--- src/rtl/tri_stream_feeder_if.sv ---
// Triangle stream from the feeder to the rasterizer: three {z,y,x} vertices,
// the triangle index and a valid/ready handshake.
interface tri_stream_feeder_if #(
    parameter int COORD_W = 9,
    parameter int TIDX_W  = 4
);
    logic [3*COORD_W-1:0] vert1;
    logic [3*COORD_W-1:0] vert2;
    logic [3*COORD_W-1:0] vert3;
    logic                 valid_tri;
    logic [TIDX_W-1:0]    tri_idx;
    logic                 tri_ready;

    modport master (output vert1, vert2, vert3, valid_tri, tri_idx, input tri_ready);
    modport slave  (input vert1, vert2, vert3, valid_tri, tri_idx, output tri_ready);
endinterface

--- src/rtl/tri_stream_feeder.sv ---
// Per-frame triangle source: walks a loadable index table and streams vertex triples.
// Optional macro BACKFACE_CULL_EN drops triangles with non-positive signed area.
module tri_stream_feeder #(
    parameter int NUM_VERTICES = 8,
    parameter int NUM_TRIS     = 12,
    parameter int COORD_W      = 9,
    parameter int VIDX_W       = $clog2(NUM_VERTICES),
    // A one-entry table still needs a 1-bit counter.
    parameter int TIDX_W       = (NUM_TRIS > 1) ? $clog2(NUM_TRIS) : 1
) (
    input  logic                  clk_in,
    input  logic                  rst_in,
    input  logic                  new_frame,
    input  logic                  vtx_we,
    input  logic [VIDX_W-1:0]     vtx_waddr,
    input  logic [3*COORD_W-1:0]  vtx_wdata,
    input  logic                  idx_we,
    input  logic [TIDX_W-1:0]     idx_waddr,
    input  logic [3*VIDX_W-1:0]   idx_wdata,
    tri_stream_feeder_if.master   tri_if,
    output logic                  obj_done,
    output logic                  busy,
    output logic                  overrun,
    output logic [TIDX_W:0]       cull_count
);
    localparam int VW = 3*COORD_W;

    typedef enum logic [2:0] {
        S_IDLE, S_FIDX, S_FV1, S_FV2, S_FV3, S_CHECK, S_PRESENT, S_DONE
    } state_t;

    state_t              r_state, w_next;
    logic [TIDX_W-1:0]   r_cnt;
    logic [VW-1:0]       r_vtx_mem [NUM_VERTICES];
    logic [3*VIDX_W-1:0] r_idx_mem [NUM_TRIS];
    logic [3*VIDX_W-1:0] r_idx_q;
    logic [VW-1:0]       r_vtx_q;
    logic [VW-1:0]       r_vert1, r_vert2, r_vert3;
    logic                r_overrun;
    logic [VIDX_W-1:0]   w_vaddr;
    logic                w_last, w_cull;

    assign w_last = (r_cnt == TIDX_W'(NUM_TRIS-1));

    // Vertex read address follows the fetch sequence: i1 in FV1, i2 in FV2, i3 otherwise.
    always_comb begin
        w_vaddr = r_idx_q[3*VIDX_W-1:2*VIDX_W];
        if (r_state == S_FV1)      w_vaddr = r_idx_q[VIDX_W-1:0];
        else if (r_state == S_FV2) w_vaddr = r_idx_q[2*VIDX_W-1:VIDX_W];
    end

    // Tables are never reset; non-blocking writes give read-old-data on collisions.
    always_ff @(posedge clk_in) begin
        if (vtx_we && ({1'b0, vtx_waddr} < (VIDX_W+1)'(NUM_VERTICES)))
            r_vtx_mem[vtx_waddr] <= vtx_wdata;
        if (idx_we && ({1'b0, idx_waddr} < (TIDX_W+1)'(NUM_TRIS)))
            r_idx_mem[idx_waddr] <= idx_wdata;
        r_idx_q <= r_idx_mem[r_cnt];
        r_vtx_q <= ({1'b0, w_vaddr} < (VIDX_W+1)'(NUM_VERTICES)) ? r_vtx_mem[w_vaddr] : '0;
    end

    always_ff @(posedge clk_in) begin
        if (rst_in) r_state <= S_IDLE;
        else        r_state <= w_next;
    end

    always_comb begin
        w_next = r_state;
        case (r_state)
            S_IDLE:    if (new_frame) w_next = S_FIDX;
            S_FIDX:    w_next = S_FV1;
            S_FV1:     w_next = S_FV2;
            S_FV2:     w_next = S_FV3;
            S_FV3:     w_next = S_CHECK;
            S_CHECK:   if (w_cull) w_next = w_last ? S_DONE : S_FIDX;
                       else        w_next = S_PRESENT;
            S_PRESENT: if (tri_if.tri_ready) w_next = w_last ? S_DONE : S_FIDX;
            S_DONE:    w_next = S_IDLE;
            default:   w_next = S_IDLE;
        endcase
    end

    always_ff @(posedge clk_in) begin
        if (rst_in) begin
            r_cnt     <= '0;
            r_vert1   <= '0;
            r_vert2   <= '0;
            r_vert3   <= '0;
            r_overrun <= 1'b0;
        end else begin
            r_overrun <= new_frame && (r_state != S_IDLE);
            case (r_state)
                S_IDLE:    if (new_frame) r_cnt <= '0;
                S_FV2:     r_vert1 <= r_vtx_q;
                S_FV3:     r_vert2 <= r_vtx_q;
                S_CHECK: begin
                    r_vert3 <= r_vtx_q;
                    if (w_cull && !w_last) r_cnt <= r_cnt + 1'b1;
                end
                S_PRESENT: if (tri_if.tri_ready && !w_last) r_cnt <= r_cnt + 1'b1;
                default:   ;
            endcase
        end
    end

`ifdef BACKFACE_CULL_EN
    localparam int AW = 2*COORD_W + 3;
    logic signed [COORD_W:0] w_dx21, w_dy31, w_dx31, w_dy21;
    logic signed [AW-1:0]    w_area;
    logic [TIDX_W:0]         r_cull;

    // Vertex 3 is still in the read register during CHECK.
    assign w_dx21 = $signed({1'b0, r_vert2[COORD_W-1:0]}) - $signed({1'b0, r_vert1[COORD_W-1:0]});
    assign w_dx31 = $signed({1'b0, r_vtx_q[COORD_W-1:0]}) - $signed({1'b0, r_vert1[COORD_W-1:0]});
    assign w_dy21 = $signed({1'b0, r_vert2[2*COORD_W-1:COORD_W]}) - $signed({1'b0, r_vert1[2*COORD_W-1:COORD_W]});
    assign w_dy31 = $signed({1'b0, r_vtx_q[2*COORD_W-1:COORD_W]}) - $signed({1'b0, r_vert1[2*COORD_W-1:COORD_W]});
    assign w_area = AW'(w_dx21) * AW'(w_dy31) - AW'(w_dx31) * AW'(w_dy21);
    assign w_cull = (r_state == S_CHECK) && (w_area <= 0);

    always_ff @(posedge clk_in) begin
        if (rst_in)                             r_cull <= '0;
        else if (r_state == S_IDLE && new_frame) r_cull <= '0;
        else if (w_cull && (r_cull != '1))      r_cull <= r_cull + 1'b1;
    end
    assign cull_count = r_cull;
`else
    assign w_cull     = 1'b0;
    assign cull_count = '0;
`endif

    assign tri_if.vert1     = r_vert1;
    assign tri_if.vert2     = r_vert2;
    assign tri_if.vert3     = r_vert3;
    assign tri_if.valid_tri = (r_state == S_PRESENT);
    assign tri_if.tri_idx   = r_cnt;
    assign obj_done         = (r_state == S_DONE);
    assign busy             = (r_state != S_IDLE) && (r_state != S_DONE);
    assign overrun          = r_overrun;
endmodule

--- src/flat_wrapper.sv ---
// flat-port wrapper written by rule: the top's interface ports become plain ports
module tri_stream_feeder_flat 
#(
    parameter int NUM_VERTICES = 8,
    parameter int NUM_TRIS     = 12,
    parameter int COORD_W      = 9,
    parameter int VIDX_W       = $clog2(NUM_VERTICES),
                                                     
    parameter int TIDX_W       = (NUM_TRIS > 1) ? $clog2(NUM_TRIS) : 1
)
  (clk_in, rst_in, new_frame, vtx_we, vtx_waddr, vtx_wdata, idx_we, idx_waddr, idx_wdata, obj_done, busy, overrun, cull_count, tri_if_vert1, tri_if_vert2, tri_if_vert3, tri_if_valid_tri, tri_if_tri_idx, tri_if_tri_ready);
  tri_stream_feeder_if #(.COORD_W(COORD_W), .TIDX_W(TIDX_W)) tri_if_i ();
  input  logic clk_in;
  input  logic rst_in;
  input  logic new_frame;
  input  logic vtx_we;
  input  logic [VIDX_W-1:0] vtx_waddr;
  input  logic [3*COORD_W-1:0] vtx_wdata;
  input  logic idx_we;
  input  logic [TIDX_W-1:0] idx_waddr;
  input  logic [3*VIDX_W-1:0] idx_wdata;
  output logic obj_done;
  output logic busy;
  output logic overrun;
  output logic [TIDX_W:0] cull_count;
  output wire logic [$bits(tri_if_i.vert1)-1:0] tri_if_vert1;
  output wire logic [$bits(tri_if_i.vert2)-1:0] tri_if_vert2;
  output wire logic [$bits(tri_if_i.vert3)-1:0] tri_if_vert3;
  output wire logic [$bits(tri_if_i.valid_tri)-1:0] tri_if_valid_tri;
  output wire logic [$bits(tri_if_i.tri_idx)-1:0] tri_if_tri_idx;
  input wire logic [$bits(tri_if_i.tri_ready)-1:0] tri_if_tri_ready;
  assign tri_if_vert1 = tri_if_i.vert1;
  assign tri_if_vert2 = tri_if_i.vert2;
  assign tri_if_vert3 = tri_if_i.vert3;
  assign tri_if_valid_tri = tri_if_i.valid_tri;
  assign tri_if_tri_idx = tri_if_i.tri_idx;
  assign tri_if_i.tri_ready = tri_if_tri_ready;
  tri_stream_feeder #(.NUM_VERTICES(NUM_VERTICES), .NUM_TRIS(NUM_TRIS), .COORD_W(COORD_W), .VIDX_W(VIDX_W), .TIDX_W(TIDX_W)) u_core (.clk_in(clk_in), .rst_in(rst_in), .new_frame(new_frame), .vtx_we(vtx_we), .vtx_waddr(vtx_waddr), .vtx_wdata(vtx_wdata), .idx_we(idx_we), .idx_waddr(idx_waddr), .idx_wdata(idx_wdata), .tri_if(tri_if_i), .obj_done(obj_done), .busy(busy), .overrun(overrun), .cull_count(cull_count));
endmodule
--- config.mk ---
export PLATFORM = sky130hd
export DESIGN_NAME = tri_stream_feeder_flat
export DESIGN_NICKNAME = d
export VERILOG_FILES = /design/src/rtl/tri_stream_feeder_if.sv /design/src/rtl/tri_stream_feeder.sv /design/src/flat_wrapper.sv
export SDC_FILE = /design/constraint.sdc
export NUM_CORES = 1
export LEC_CHECK = 0
export CAP_MARGIN = 20
export CORE_UTILIZATION = 30
export CTS_CLUSTER_DIAMETER = 80
export DETAILED_ROUTE_END_ITERATION = 7
export GPL_TIMING_DRIVEN = 0
export PLACE_DENSITY = 0.58
export SLEW_MARGIN = 20
export SYNTH_ARGS = -nofsm -noshare
export SYNTH_HDL_FRONTEND = slang
export SYNTH_SLANG_ARGS = --single-unit
--- constraint.sdc ---
create_clock -name clk_in -period 3.5 [get_ports clk_in]
set_input_delay 0.35 -clock clk_in [delete_from_list [all_inputs] [get_ports clk_in]]
set_output_delay 0.35 -clock clk_in [all_outputs]
set_load 0.005 [all_outputs]
Word-level counts from Yosys, hierarchy flattened
Memory sizes are Yosys's and may differ from the RTL's. A register that Yosys moved wholly into a read port is not among the register bits.
Cells that the tools add are included.
W data, S select, Z words.
Word-level totals
  flip-flop bits (word level): 89
  memories: 2
  output and inout port bits: 94
  memory bits (read-only): 0
  bits in latches: 0
  bits in writable memories: 324
Memories
  u_core.r_vtx_mem: words 8, bits a word 27, read ports 1, clocked after Yosys merged registers in 1, wr ports 1, line tri_stream_feeder.sv:34  | logic [VW-1:0] r_vtx_mem [NUM_VERTICES];
  u_core.r_idx_mem: words 12, bits a word 9, read ports 1, clocked after Yosys merged registers in 1, wr ports 1, line tri_stream_feeder.sv:35  | logic [3*VIDX_W-1:0] r_idx_mem [NUM_TRIS];
Cells by class
  reductions and logical operators: 10
  divide/modulo/power cells: 0
  add/subtract/negate cells: 1
  multiplexer cells: 13
  magnitude comparators: 1
  shift-type cells: 0
  eq/ne operators: 12
  multipliers: 0
  bitwise logic cells: 0
Operators with widths (number)
  $pmux W3 S8: 1
  $mux W3: 5
  $eq A3 B3 Y1 const B: 4
  $mux W4: 2
  $pmux W4 S2: 1
  $eq A3 B2 Y1 const B: 2
  $add A4 B1 Y4 const B: 1
  $eq A4 B4 Y1 const B: 1
  $logic_and A1 B1 Y1: 4
  $lt A4 B4 Y1 const B: 1
  $mux W1: 4
  $ne A2 B1 Y1 const B: 2
  $eq A3 B1 Y1 const B: 1
  $logic_not A3 Y1: 1
  $ne A3 B3 Y1 const B: 1
  $reduce_and A3 Y1: 1
  $reduce_bool A3 Y1: 1
  $ne A2 B2 Y1 const B: 1
  $reduce_and A2 Y1: 1
  $reduce_bool A2 Y1: 1
  $logic_not A1 Y1: 1

Logic depth before layout (Yosys ltp)
Gate-level depths: netlist (run 1).
  word-level depth: 5
  depth in mapped cells: 8

Worst setup path after synthesis (run 1)
Ideal clock, no wire load.
  path kind: input to register
  from: input vtx_waddr[0]
  to: memory u_core.r_vtx_mem[0][0] in the netlist's numbering, enable pin
  path buffers: 0
  slack: 0.654 ns
  cell stages on the path: 2
  library setup time: 0.445 ns
  arrival time: 2.401 ns
  cell sequence: nand2b_1 nor3_1
RTL lines
  start, declared: line flat_wrapper.sv:17  | input logic [VIDX_W-1:0] vtx_waddr;
  end, declared: line tri_stream_feeder.sv:34
No word-level cell before the write port.

Worst setup path after layout (run 1)
  from: register u_core.r_state[0]
  to: register u_core.r_vtx_q[25] (read register of u_core.r_vtx_mem)
On the way
  cells in the longest elaborated chain, start to end: 3
  elaborated cells between the ends (all ways): 4
RTL lines
  start, declared: line tri_stream_feeder.sv:32  | state_t r_state, w_next;
  start signal, assigned: line tri_stream_feeder.sv:64  | else r_state <= w_next;
  $eq A3 B2 Y1: line tri_stream_feeder.sv:49  | else if (r_state == S_FV2) w_vaddr = r_idx_q[2*VIDX_W-1:VIDX_W];
  $mux W3: line tri_stream_feeder.sv:49
  $mux W3 *: line tri_stream_feeder.sv:48  | if (r_state == S_FV1) w_vaddr = r_idx_q[VIDX_W-1:0];
  end, declared: line tri_stream_feeder.sv:37  | logic [VW-1:0] r_vtx_q;
Mark *: on every way between the ends. The rest lies on a longest branch, timed or not.
A chain may end at the register's enable or synchronous reset.

==> results of run 1 <==
synthesized netlist by cell type, drive strengths merged (2+ instances only):
cell type,count,share of area [%]
dfxtp,125,15
nand3,2,0.060
o22ai,27,1.7
clkbuf,28,0.63
a221oi,27,2.1
o21ai,10,0.30
edfxtp,324,58
nor3,9,0.27
mux4,27,3.6
nand2,179,4.0
nand2b,5,0.19
nor2,23,0.53
buf,34,1.6
xnor2,2,0.10
nand3b,5,0.22
mux2,59,4.6
and3,2,0.074
nor3b,3,0.16
a21oi,86,2.6
mux2i,65,3.9
worst max-delay path by stage:
stage / from / endpoint / slack [ns] / cells after the start
after floorplan: vtx_waddr[0] / u_core.r_vtx_mem[0][0] / 0.65 / 2
after global placement: vtx_waddr[0] / u_core.r_vtx_mem[0][26] / -1.56 / 3
after detailed placement: idx_we / u_core.r_idx_mem[2][1] / 0.98 / 3
after CTS: u_core.r_state[2] / obj_done / 1.06 / 3
after global routing: u_core.r_state[2] / obj_done / 0.91 / 3
final: u_core.r_state[0] / u_core.r_vtx_q[25] / 1.08 / 7
layout make-up:
type                       instances  area share, %
clock buffer                      63          6.094
timing repair buffer             150          7.606
clock inverter                    20         0.8278
buffer                            62          1.806
multi-input combinational        546          20.52
sequential                       449          58.64
inverter                           1        0.01800
tap                              748          4.487
stage by stage:
stage | total power, uW | hold slack [ns] | instance area, um2 | setup TNS [ns]
floorplan | 6449 | 0.4453 | 16820 | 0
global placement | 6768 | 0.4462 | 19120 | -113.52
detailed placement | 6802 | 0.4475 | 19410 | 0
CTS | 11490 | 0.3788 | 20860 | 0
global route | 11760 | 0.3986 | 20860 | 0
finish | 11380 | 0.4202 | 20860 | 0
layer usage:
metal	vias to the layer above	global-route usage [%]
met5	-	0
met4	8	4.487
met3	61	3.176
met2	224	22.26
met1	4616	18.81
li1	4369	-
sequential cells by signal, indices dropped and copies added, names as in the netlist:
register,flops
u_core.tri_if.vert3,27
u_core.r_idx_q,9
u_core.overrun,1
u_core.tri_if.vert1,27
u_core.r_vtx_mem,216
u_core.r_state,3
u_core.r_vtx_q,27
u_core.tri_if.tri_idx,4
u_core.tri_if.vert2,27
u_core.r_idx_mem,108
logic make-up after synthesis:
group,share of synthesized area [%]
AOI/OAI and AO/OA,6.774
xor gates and xnor gates,0.1042
adders and majority gates,0.07443
buffers and inverters,2.263
DFF,72.78
muxes,12.14
other,0.02231
and+or+nand+nor,5.844
power by group through the flow:
stage / clock network (uW) / registers, uW / logic (uW)
4_1_cts: 4800 / 5960 / 728
6_report: 4700 / 5960 / 719
2_1_floorplan: 0 / 6050 / 401
3_5_place_dp: 0 / 6080 / 727
3_3_place_gp: 0 / 6070 / 694
5_1_grt: 5010 / 5980 / 774
worst max-delay path, cell delays in order (launching register included):
cell                       delay, ns
sky130_fd_sc_hd__dfxtp_1        0.32
sky130_fd_sc_hd__buf_6          0.13
sky130_fd_sc_hd__mux2_2         0.35
sky130_fd_sc_hd__mux2_2         0.29
sky130_fd_sc_hd__nand2_2        0.21
sky130_fd_sc_hd__buf_4          0.28
sky130_fd_sc_hd__o22ai_1        0.11
sky130_fd_sc_hd__a221oi_1       0.55
==> metrics, run 1 <==
outcome=completed; placeable core region=55200 um2; Critical Path RT=between 3 and 4 ns; Critical R2R Launch=u_core.r_state[0]; register area=between 10000 and 15000 um2; number of levels the H-tree was split into=2; Routed wire per std cell=a little under 20 um; most frequent standard cell in the layout excluding fill and tap cells=sky130_fd_sc_hd__edfxtp_1; total of fill cells in the finished design=about 5.1k; unrepaired setup endpoints after global routing=no; cts-stage hold buffer count=0; drt via density=roughly 4.6; final std cells w/o fill=2039; Setup Slack @ Placement=0.9777 ns; largest net degree at the start of global routing=17; type of element launching the critical path=flip-flop; final number of setup-violating endpoints=0; vias in the first global route=9316; register bit total from synthesis=around 450; top library cells by usage in the layout, fill and taps aside=sky130_fd_sc_hd__edfxtp_1, sky130_fd_sc_hd__nand2_1, sky130_fd_sc_hd__clkdlybuf4s50_1; area of combinational cells with multiple inputs=~4300 um2; count of mapped cells out of synthesis=about 1.1k; post-cts repair resize count=0; Detail Route met3 WL=between 2000 and 2500 um; max layer used=met5; Iter 0 DRT Violations=574; worst clock skew on the final layout=roughly 0.031 ns; maximum vdd ir drop=395.3 uV; CTS Sinks=roughly 450; number of antenna-violating nets in the routed design=0; relative max-transition margin=35.04%; peak fanout along the critical path=10; die area=about 57000 um2; # placed instances=about 2.0k; transition time of the tightest slew-check pin=approximately 0.97 ns; Tmin final=between 2 and 2.5 ns; remaining global-route overflow=0; met1 routed wirelength after detailed routing=18000 um; Final nets=between 1k and 1.5k; TritonCTS clock tree=done; most instantiated flip-flop cell in the synthesis netlist=sky130_fd_sc_hd__edfxtp_1; global-route usage over all layers=13.97%; end point of the worst hold path=u_core.overrun; routed length on met2=roughly 19000 um; final setup slack of the worst path=approximately 1.1 ns; buffer levels on the longest clock path=3; site row count=86; half-perimeter wire length after detailed placement=roughly 28000 um; sequential cell area fraction in the yosys report=slightly above 70%; worst flop-to-flop path endpoint=u_core.r_vtx_q[25]; Final Hold Viols=0; DRC violations left=0; Critical Path End Type=flip-flop; Sw Pwr=about 2500 uW; Netlist cell types=44; fin util=37.79%; Max-cap violations=0; area overhead of the layout relative to synthesis=24.11%; Avg Synthesized Cell Area=roughly 16 um2; Boundary Pins=between 100 and 150; worst hold path type=in -> reg; relative contribution of combinational cells to total power=under 10%; clock tree root buffer cell=sky130_fd_sc_hd__clkbuf_16; register clock-pin slew on the reported worst setup and hold paths=around 0.06 ns; ys async rst share=0%; layout cell share with drive strength beyond 1=between 10% and 20%; port bufs=~140; maximum clock frequency=~410 MHz; die width=~240 um; max-slew violations=0; cell depth of the worst hold path=2; part of the total power dissipated in the clock network=between 40% and 50%; cell internal pwr=8831 uW; antenna cell count=0; switching share of power=22.40%; clock latency reported for the late side of the worst-skew pair=0.60 ns; first drt pass iteration count=4; initial core utilization=roughly 30%; number of flops mapped to enable cells by yosys=roughly 320; routability congestion estimate=approximately 0.80; wirelength, routed=between 30000 and 40000 um; total power divided by cell area=~550 nW/um2; vertical die dimension=approximately 240 um; Yosys warning total=0; postcts setup bufs=0; routed via count=a little over 9k; FF-to-FF path depth=7; worst path arrival time=~2.8 ns; post-synthesis instance area=16810 um2; leakage power of the design=between 0.006 and 0.007 uW; Setup CP Type=reg -> reg; first-pass GRT wire length=59090 um; number of buffers created by CTS=47; Hold Startpoint=new_frame; initial antenna violation count=4; register share of total power=52.4%; Final Cycle Share=between 60% and 70%; register-to-register setup slack=between 1 and 1.5 ns
Power figures use the tool's default switching activity.
==> inputs of run 2 (changes only) <==
==> constraint.sdc (replaced) <==
create_clock -name clk_in -period 2.4 [get_ports clk_in]
set_input_delay 0.24 -clock clk_in [delete_from_list [all_inputs] [get_ports clk_in]]
set_output_delay 0.24 -clock clk_in [all_outputs]
set_load 0.005 [all_outputs]
==> run 2 against run 1 <==
  * Hold slack worse by 0.085 ns
  * Critical endpoint is now u_core.r_vtx_q[22]
  * Clock skew is 0.0046 ns higher
  * Worst setup slack worse by 1.0 ns
  * Fmax up 4.2%
  * Cell count grew 0.15%
  * Clock-buffer cell count up 12
==> metrics, run 2 (synthesis gave the netlist of run 1 again) <==
maximum clock frequency=430.8 MHz (+4.2%); Critical Path End Type=flip-flop; total power divided by cell area=800.7 nW/um2 (+47%); worst hold path type=in -> reg; remaining global-route overflow=0 (unchanged); part of the total power dissipated in the clock network=41.8% (+0.5 points); area overhead of the layout relative to synthesis=24.57%; Sw Pwr=3708 uW (+46%); TritonCTS clock tree=done; first drt pass iteration count=6 (+2); Setup CP Type=reg -> reg; first-pass GRT wire length=59280 um (+0.33%); Tmin final=2.321 ns (-0.09734 ns); top library cells by usage in the layout, fill and taps aside=sky130_fd_sc_hd__edfxtp_1, sky130_fd_sc_hd__nand2_1, sky130_fd_sc_hd__clkdlybuf4s50_1; cell internal pwr=13060 uW (+48%); worst path arrival time=2.75 ns (-0.07 ns); Boundary Pins=143 (unchanged); global-route usage over all layers=13.95% (-0.018 points); number of buffers created by CTS=47 (unchanged); largest register by flop count=u_core.r_vtx_mem; routed via count=9352 (+0.80%); wirelength, routed=39770 um (about the same); Final nets=1304 (-0.23%); library cell contributing the largest single delay on the critical path=sky130_fd_sc_hd__nor2_2; register clock-pin slew on the reported worst setup and hold paths=0.06 ns (about the same); Routed wire per std cell=19.48 um (-0.13%); biggest registers after layout=u_core.r_vtx_mem (216), u_core.r_idx_mem (108); transition time of the tightest slew-check pin=0.9972 ns (+0.02638 ns); fin util=37.93% (+0.14 points); relative max-transition margin=33.27% (-1.8 points); type of element launching the critical path=flip-flop; clock tree root buffer cell=sky130_fd_sc_hd__clkbuf_16; maximum vdd ir drop=517.4 uV (+31%); unrepaired setup endpoints after global routing=yes; number of levels the H-tree was split into=2 (unchanged); clock latency reported for the late side of the worst-skew pair=0.59 ns (about the same); leakage power of the design=0.006817 uW (+0.28%); category of cells accounting for the largest share of critical-path delay=multiplexers; largest net degree at the start of global routing=19 (+2); Max-cap violations=0 (unchanged); final std cells w/o fill=2042 (+0.15%); total of fill cells in the finished design=5130 (-0.31%); Final Cycle Share=96.73% (+28 points); half-perimeter wire length after detailed placement=27980 um (+0.54%); DRC violations left=0 (unchanged); CP Cell Sequence=buf_6, mux2_2, mux2_2, nor2_2, buf_2, a221oi_2; relative contribution of combinational cells to total power=6.2% (about the same); drt via density=4.580 (+0.65%); most frequent standard cell in the layout excluding fill and tap cells=sky130_fd_sc_hd__edfxtp_1; initial core utilization=30.45% (unchanged); final number of setup-violating endpoints=0 (unchanged); outcome=completed; Critical Path RT=2.83 ns (-1.07 ns); register share of total power=51.9% (-0.5 points); number of antenna-violating nets in the routed design=0 (unchanged); worst clock skew on the final layout=0.03564 ns (+0.004616 ns); CTS Sinks=449 (unchanged); switching share of power=22.12% (-0.28 points); Final Hold Viols=0 (unchanged); initial antenna violation count=9 (+5); CP peak stage delay=0.45 ns (-0.10 ns); port bufs=136 (unchanged); die width=238.7 um (unchanged); buffer levels on the longest clock path=3 (unchanged); Setup Total Neg Slack=0 ns (unchanged); Iter 0 DRT Violations=524 (-8.7%); vertical die dimension=238.7 um (unchanged); layout cell share with drive strength beyond 1=18.64% (-0.029 points); routability congestion estimate=0.8367 (+5.0%); site row count=86 (unchanged); # placed instances=1953 (-0.15%); number of flip-flops under the largest register name=216 (unchanged); die area=56980 um2 (unchanged); vias in the first global route=9444 (+1.4%); peak fanout along the critical path=10 (unchanged); crit path buf inv count=2 (unchanged); placeable core region=55200 um2 (unchanged); cell repeated most along the worst path=sky130_fd_sc_hd__mux2_2; max-slew violations=0 (unchanged)
==> run 2: path summary, 6_finish.rpt <==
path,from,slack [ns],depth (start not counted),to
worst max-delay path,u_core.r_state[0],0.08,6,u_core.r_vtx_q[22]
worst min-delay path,new_frame,0.34,2,u_core.overrun
worst max register to register,u_core.r_state[0],0.08,6,u_core.r_vtx_q[22]
worst min register to register,u_core.tri_if.vert2[4],0.46,2,u_core.tri_if.vert2[4]
==> run 2: what timing repair did <==
| action | 4_1_cts | 5_1_grt |
|---|---|---|
| setup buffers | 0 | 0 |
| hold buffers | 0 | 0 |
| endpoints found under the setup margin | 1 | 11 |
| gates cloned | 0 | 0 |
| pin swaps | 0 | 1 |
| gates resized for setup | 1 | 5 |
==> run 2: per-stage QoR <==
| stage | hold slack, ns | setup WS, ns | area, um2 | total power, uW |
|---|---|---|---|---|
| after floorplan | 0.3389 | 0.3863 | 16830 | 9405 |
| after global placement | 0.4460 | -1.245 | 19130 | 9867 |
| after detailed placement | 0.4495 | 0.006569 | 19430 | 9923 |
| after CTS | 0.3139 | 0.02701 | 20920 | 16930 |
| after global routing | 0.3415 | -0.01678 | 20940 | 17320 |
| final | 0.3354 | 0.07855 | 20940 | 16770 |
==> run 2: cell type report <==
type / instances / area [um2] / share of cell area, %
sequential: 449 / 12230 / 58.42
inverter: 1 / 3.754 / 0.01793
antenna: 1 / 2.502 / 0.01195
clock inverter: 13 / 128.9 / 0.6155
timing repair buffer: 147 / 1587 / 7.577
tap: 748 / 935.9 / 4.470
multi-input combinational: 546 / 4295 / 20.52
buffer: 62 / 389.1 / 1.858
clock buffer: 75 / 1364 / 6.514
==> run 2: routing by layer <==
layer	global-route usage [%]	vias to the layer above	share of wire [%]
met4	4.196	14	2.2
met1	18.21	4682	43
li1	-	4358	-
met2	23.11	233	48
met5	0	-	0.22
met3	3.060	65	5.8
==> run 2: power by group through the flow <==
stage               logic, uW  registers, uW  clock network [uW]
global placement         1010           8860                   0
detailed placement       1060           8870                   0
CTS                      1060           8700                7160
finish                   1050           8700                7020
global route             1130           8720                7470
floorplan                 586           8820                   0
==> inputs of run 3 (changes only) <==
--- a/config.mk
+++ b/config.mk
@@ -15,3 +15,4 @@
 export SYNTH_ARGS = -nofsm -noshare
 export SYNTH_HDL_FRONTEND = slang
 export SYNTH_SLANG_ARGS = --single-unit
+export TNS_END_PERCENT = 20
==> run 3 against run 2 <==
  * Fmax is 0.83% lower
  * Critical path type unchanged
  * Sequential share of layout area hardly changed
  * Combinational power hardly changed
  * Largest cell class unchanged
  * Wire length is 0.64% lower
  * Register-to-register slack worse by 0.02 ns
  * Cell count stayed put
==> metrics, run 3 (synthesis gave the netlist of run 1 again) <==
outcome=completed; CTS Sinks=449 (unchanged); half-perimeter wire length after detailed placement=27730 um (-0.89%); Total Power Consumption=16720 uW (-0.26%); worst flop-to-flop path endpoint=u_core.r_vtx_q[4]; initial core utilization=30.45% (unchanged); number of buffers created by CTS=46 (-2.1%); Final nets=1306 (+0.15%); type of element launching the critical path=flip-flop; layout cell share with drive strength beyond 1=19.17% (+0.53 points); buffer levels on the longest clock path=3 (unchanged); Final Cycle Share=97.54% (+0.81 points); die width=238.7 um (unchanged); register clock-pin slew on the reported worst setup and hold paths=0.06 ns (about the same); transition time of the tightest slew-check pin=0.9713 ns (-0.02591 ns); Setup Total Neg Slack=0 ns (unchanged); drt via density=4.556 (-0.52%); Routed wire per std cell=19.35 um (-0.64%); Max-cap violations=0 (unchanged); vias in the first global route=9549 (+1.1%); most frequent standard cell in the layout excluding fill and tap cells=sky130_fd_sc_hd__edfxtp_1; biggest registers after layout=u_core.r_vtx_mem (216), u_core.r_idx_mem (108); worst clock skew on the final layout=0.02437 ns (-0.01128 ns); remaining global-route overflow=0 (unchanged); placeable core region=55200 um2 (unchanged); number of flip-flops under the largest register name=216 (unchanged); max-slew violations=0 (unchanged); worst hold path type=in -> reg; area overhead of the layout relative to synthesis=24.51% (about the same); switching share of power=21.83% (-0.29 points); register-to-register setup slack=0.06 ns (-0.02 ns); port bufs=136 (unchanged); worst path arrival time=2.75 ns (about the same); wirelength, routed=39520 um (-0.64%); relative contribution of combinational cells to total power=6.3% (about the same); top library cells by usage in the layout, fill and taps aside=sky130_fd_sc_hd__edfxtp_1, sky130_fd_sc_hd__nand2_1, sky130_fd_sc_hd__clkdlybuf4s50_1; antenna cell count=0 (-1); die area=56980 um2 (unchanged); DRC violations left=0 (unchanged); initial antenna violation count=7 (-2); largest net degree at the start of global routing=20 (+1); Critical R2R Launch=u_core.r_state[0]; leakage power of the design=0.006828 uW (+0.16%); final number of setup-violating endpoints=0 (unchanged); number of levels the H-tree was split into=2 (unchanged); clock tree root buffer cell=sky130_fd_sc_hd__clkbuf_16; Sw Pwr=3651 uW (-1.6%); Tmin final=2.341 ns (+0.01948 ns); Setup CP Type=reg -> reg; total power divided by cell area=799.1 nW/um2 (-0.21%); site row count=86 (unchanged); cell internal pwr=13070 uW (+0.10%); Final Hold Viols=0 (unchanged); part of the total power dissipated in the clock network=41.7% (about the same); Critical Path End Type=flip-flop; first drt pass iteration count=5 (-1); Critical Path RT=2.81 ns (-0.02 ns); TritonCTS clock tree=done; peak fanout along the critical path=10 (unchanged); number of antenna-violating nets in the routed design=0 (unchanged); routability congestion estimate=0.7997 (-4.4%); unrepaired setup endpoints after global routing=yes; FF-to-FF path depth=8 (+2); Hold Startpoint=rst_in; postcts setup bufs=0 (unchanged); maximum vdd ir drop=477.3 uV (-7.8%); cell depth of the worst hold path=3 (+1); global-route usage over all layers=13.85% (-0.11 points); end point of the worst hold path=u_core.tri_if.vert2[10]; Boundary Pins=143 (unchanged); relative max-transition margin=35.01% (+1.7 points); first-pass GRT wire length=59280 um (about the same); routed via count=9303 (-0.52%); maximum clock frequency=427.2 MHz (-0.83%); vertical die dimension=238.7 um (unchanged); Iter 0 DRT Violations=552 (+5.3%); clock latency reported for the late side of the worst-skew pair=0.59 ns (about the same); register share of total power=52.0% (about the same); largest register by flop count=u_core.r_vtx_mem
==> run 3: changes by cell type in the layout (fill, tap and decap cells not counted), sizes merged <==
cell    before  now
clkinv      12   14
buf         43   47
bufinv       1    3
clkbuf     105   96
inv          1    3
diode        1    0
==> run 3: layout make-up <==
type / count / area, um2
fill: 5160 / 34270
sequential: 449 / 12230
multi-input combinational: 546 / 4292
timing repair buffer: 150 / 1598
clock buffer: 67 / 1272
tap: 748 / 935.9
buffer: 62 / 380.4
clock inverter: 19 / 212.7
inverter: 1 / 3.754
==> run 3: what timing repair did <==
item | in CTS | in global routing
resized for setup | 0 | 5
hold buffers | 0 | 0
endpoints found under the setup margin | 0 | 9
==> run 3: critical path, cell delays in order (launching register included) <==
cell                       delay, ns
sky130_fd_sc_hd__dfxtp_1        0.33
sky130_fd_sc_hd__buf_6          0.13
sky130_fd_sc_hd__mux2_4         0.30
sky130_fd_sc_hd__mux2_4         0.26
sky130_fd_sc_hd__buf_6          0.16
sky130_fd_sc_hd__buf_8          0.17
sky130_fd_sc_hd__buf_8          0.17
sky130_fd_sc_hd__mux2i_1        0.12
sky130_fd_sc_hd__a221oi_1       0.55
==> run 3: layer usage <==
layer / up-vias / GRT usage, % / wire, um / part of all wire [%]
met5: - / 0 / 78 / 0.20
met4: 12 / 3.827 / 738 / 1.9
met3: 64 / 2.714 / 2079 / 5.3
met2: 218 / 23.02 / 19010 / 48
met1: 4648 / 18.35 / 17610 / 45
li1: 4361 / - / - / -
==> run 3: worst max-delay path by stage <==
stage / startpoint / slack [ns] / depth (start not counted) / to
floorplan: vtx_we / -0.24 / 2 / u_core.r_vtx_mem[1][0]
CTS: u_core.r_state[0] / 0.02 / 6 / u_core.r_vtx_q[5]
global placement: vtx_we / -2.52 / 3 / u_core.r_vtx_mem[1][25]
detailed placement: idx_we / -0.02 / 3 / u_core.r_idx_mem[2][1]
finish: u_core.r_state[0] / 0.06 / 8 / u_core.r_vtx_q[4]
global route: u_core.r_state[1] / -0.006 / 8 / u_core.r_vtx_q[4]
==> run 3: through the flow <==
stage	worst slack, ns	instance area [um2]	hold slack (ns)	instances	util (%)
finish	0.05907	20930	0.3212	2042	37.91
global route	-0.005671	20930	0.3241	2042	37.91
CTS	0.01645	20920	0.3007	2042	37.89
detailed placement	-0.02225	19430	0.4465	1956	35.20
global placement	-2.522	19120	0.4463	1942	34.65
floorplan	-0.2436	16830	0.3389	1058	-
==> run 3: power by group through the flow <==
stage / clock [uW] / sequential, uW / combinational [uW]
floorplan: 0 / 8820 / 586
global route: 7420 / 8720 / 1130
detailed placement: 0 / 8860 / 1060
CTS: 7120 / 8700 / 1060
finish: 6970 / 8700 / 1050
global placement: 0 / 8860 / 1010
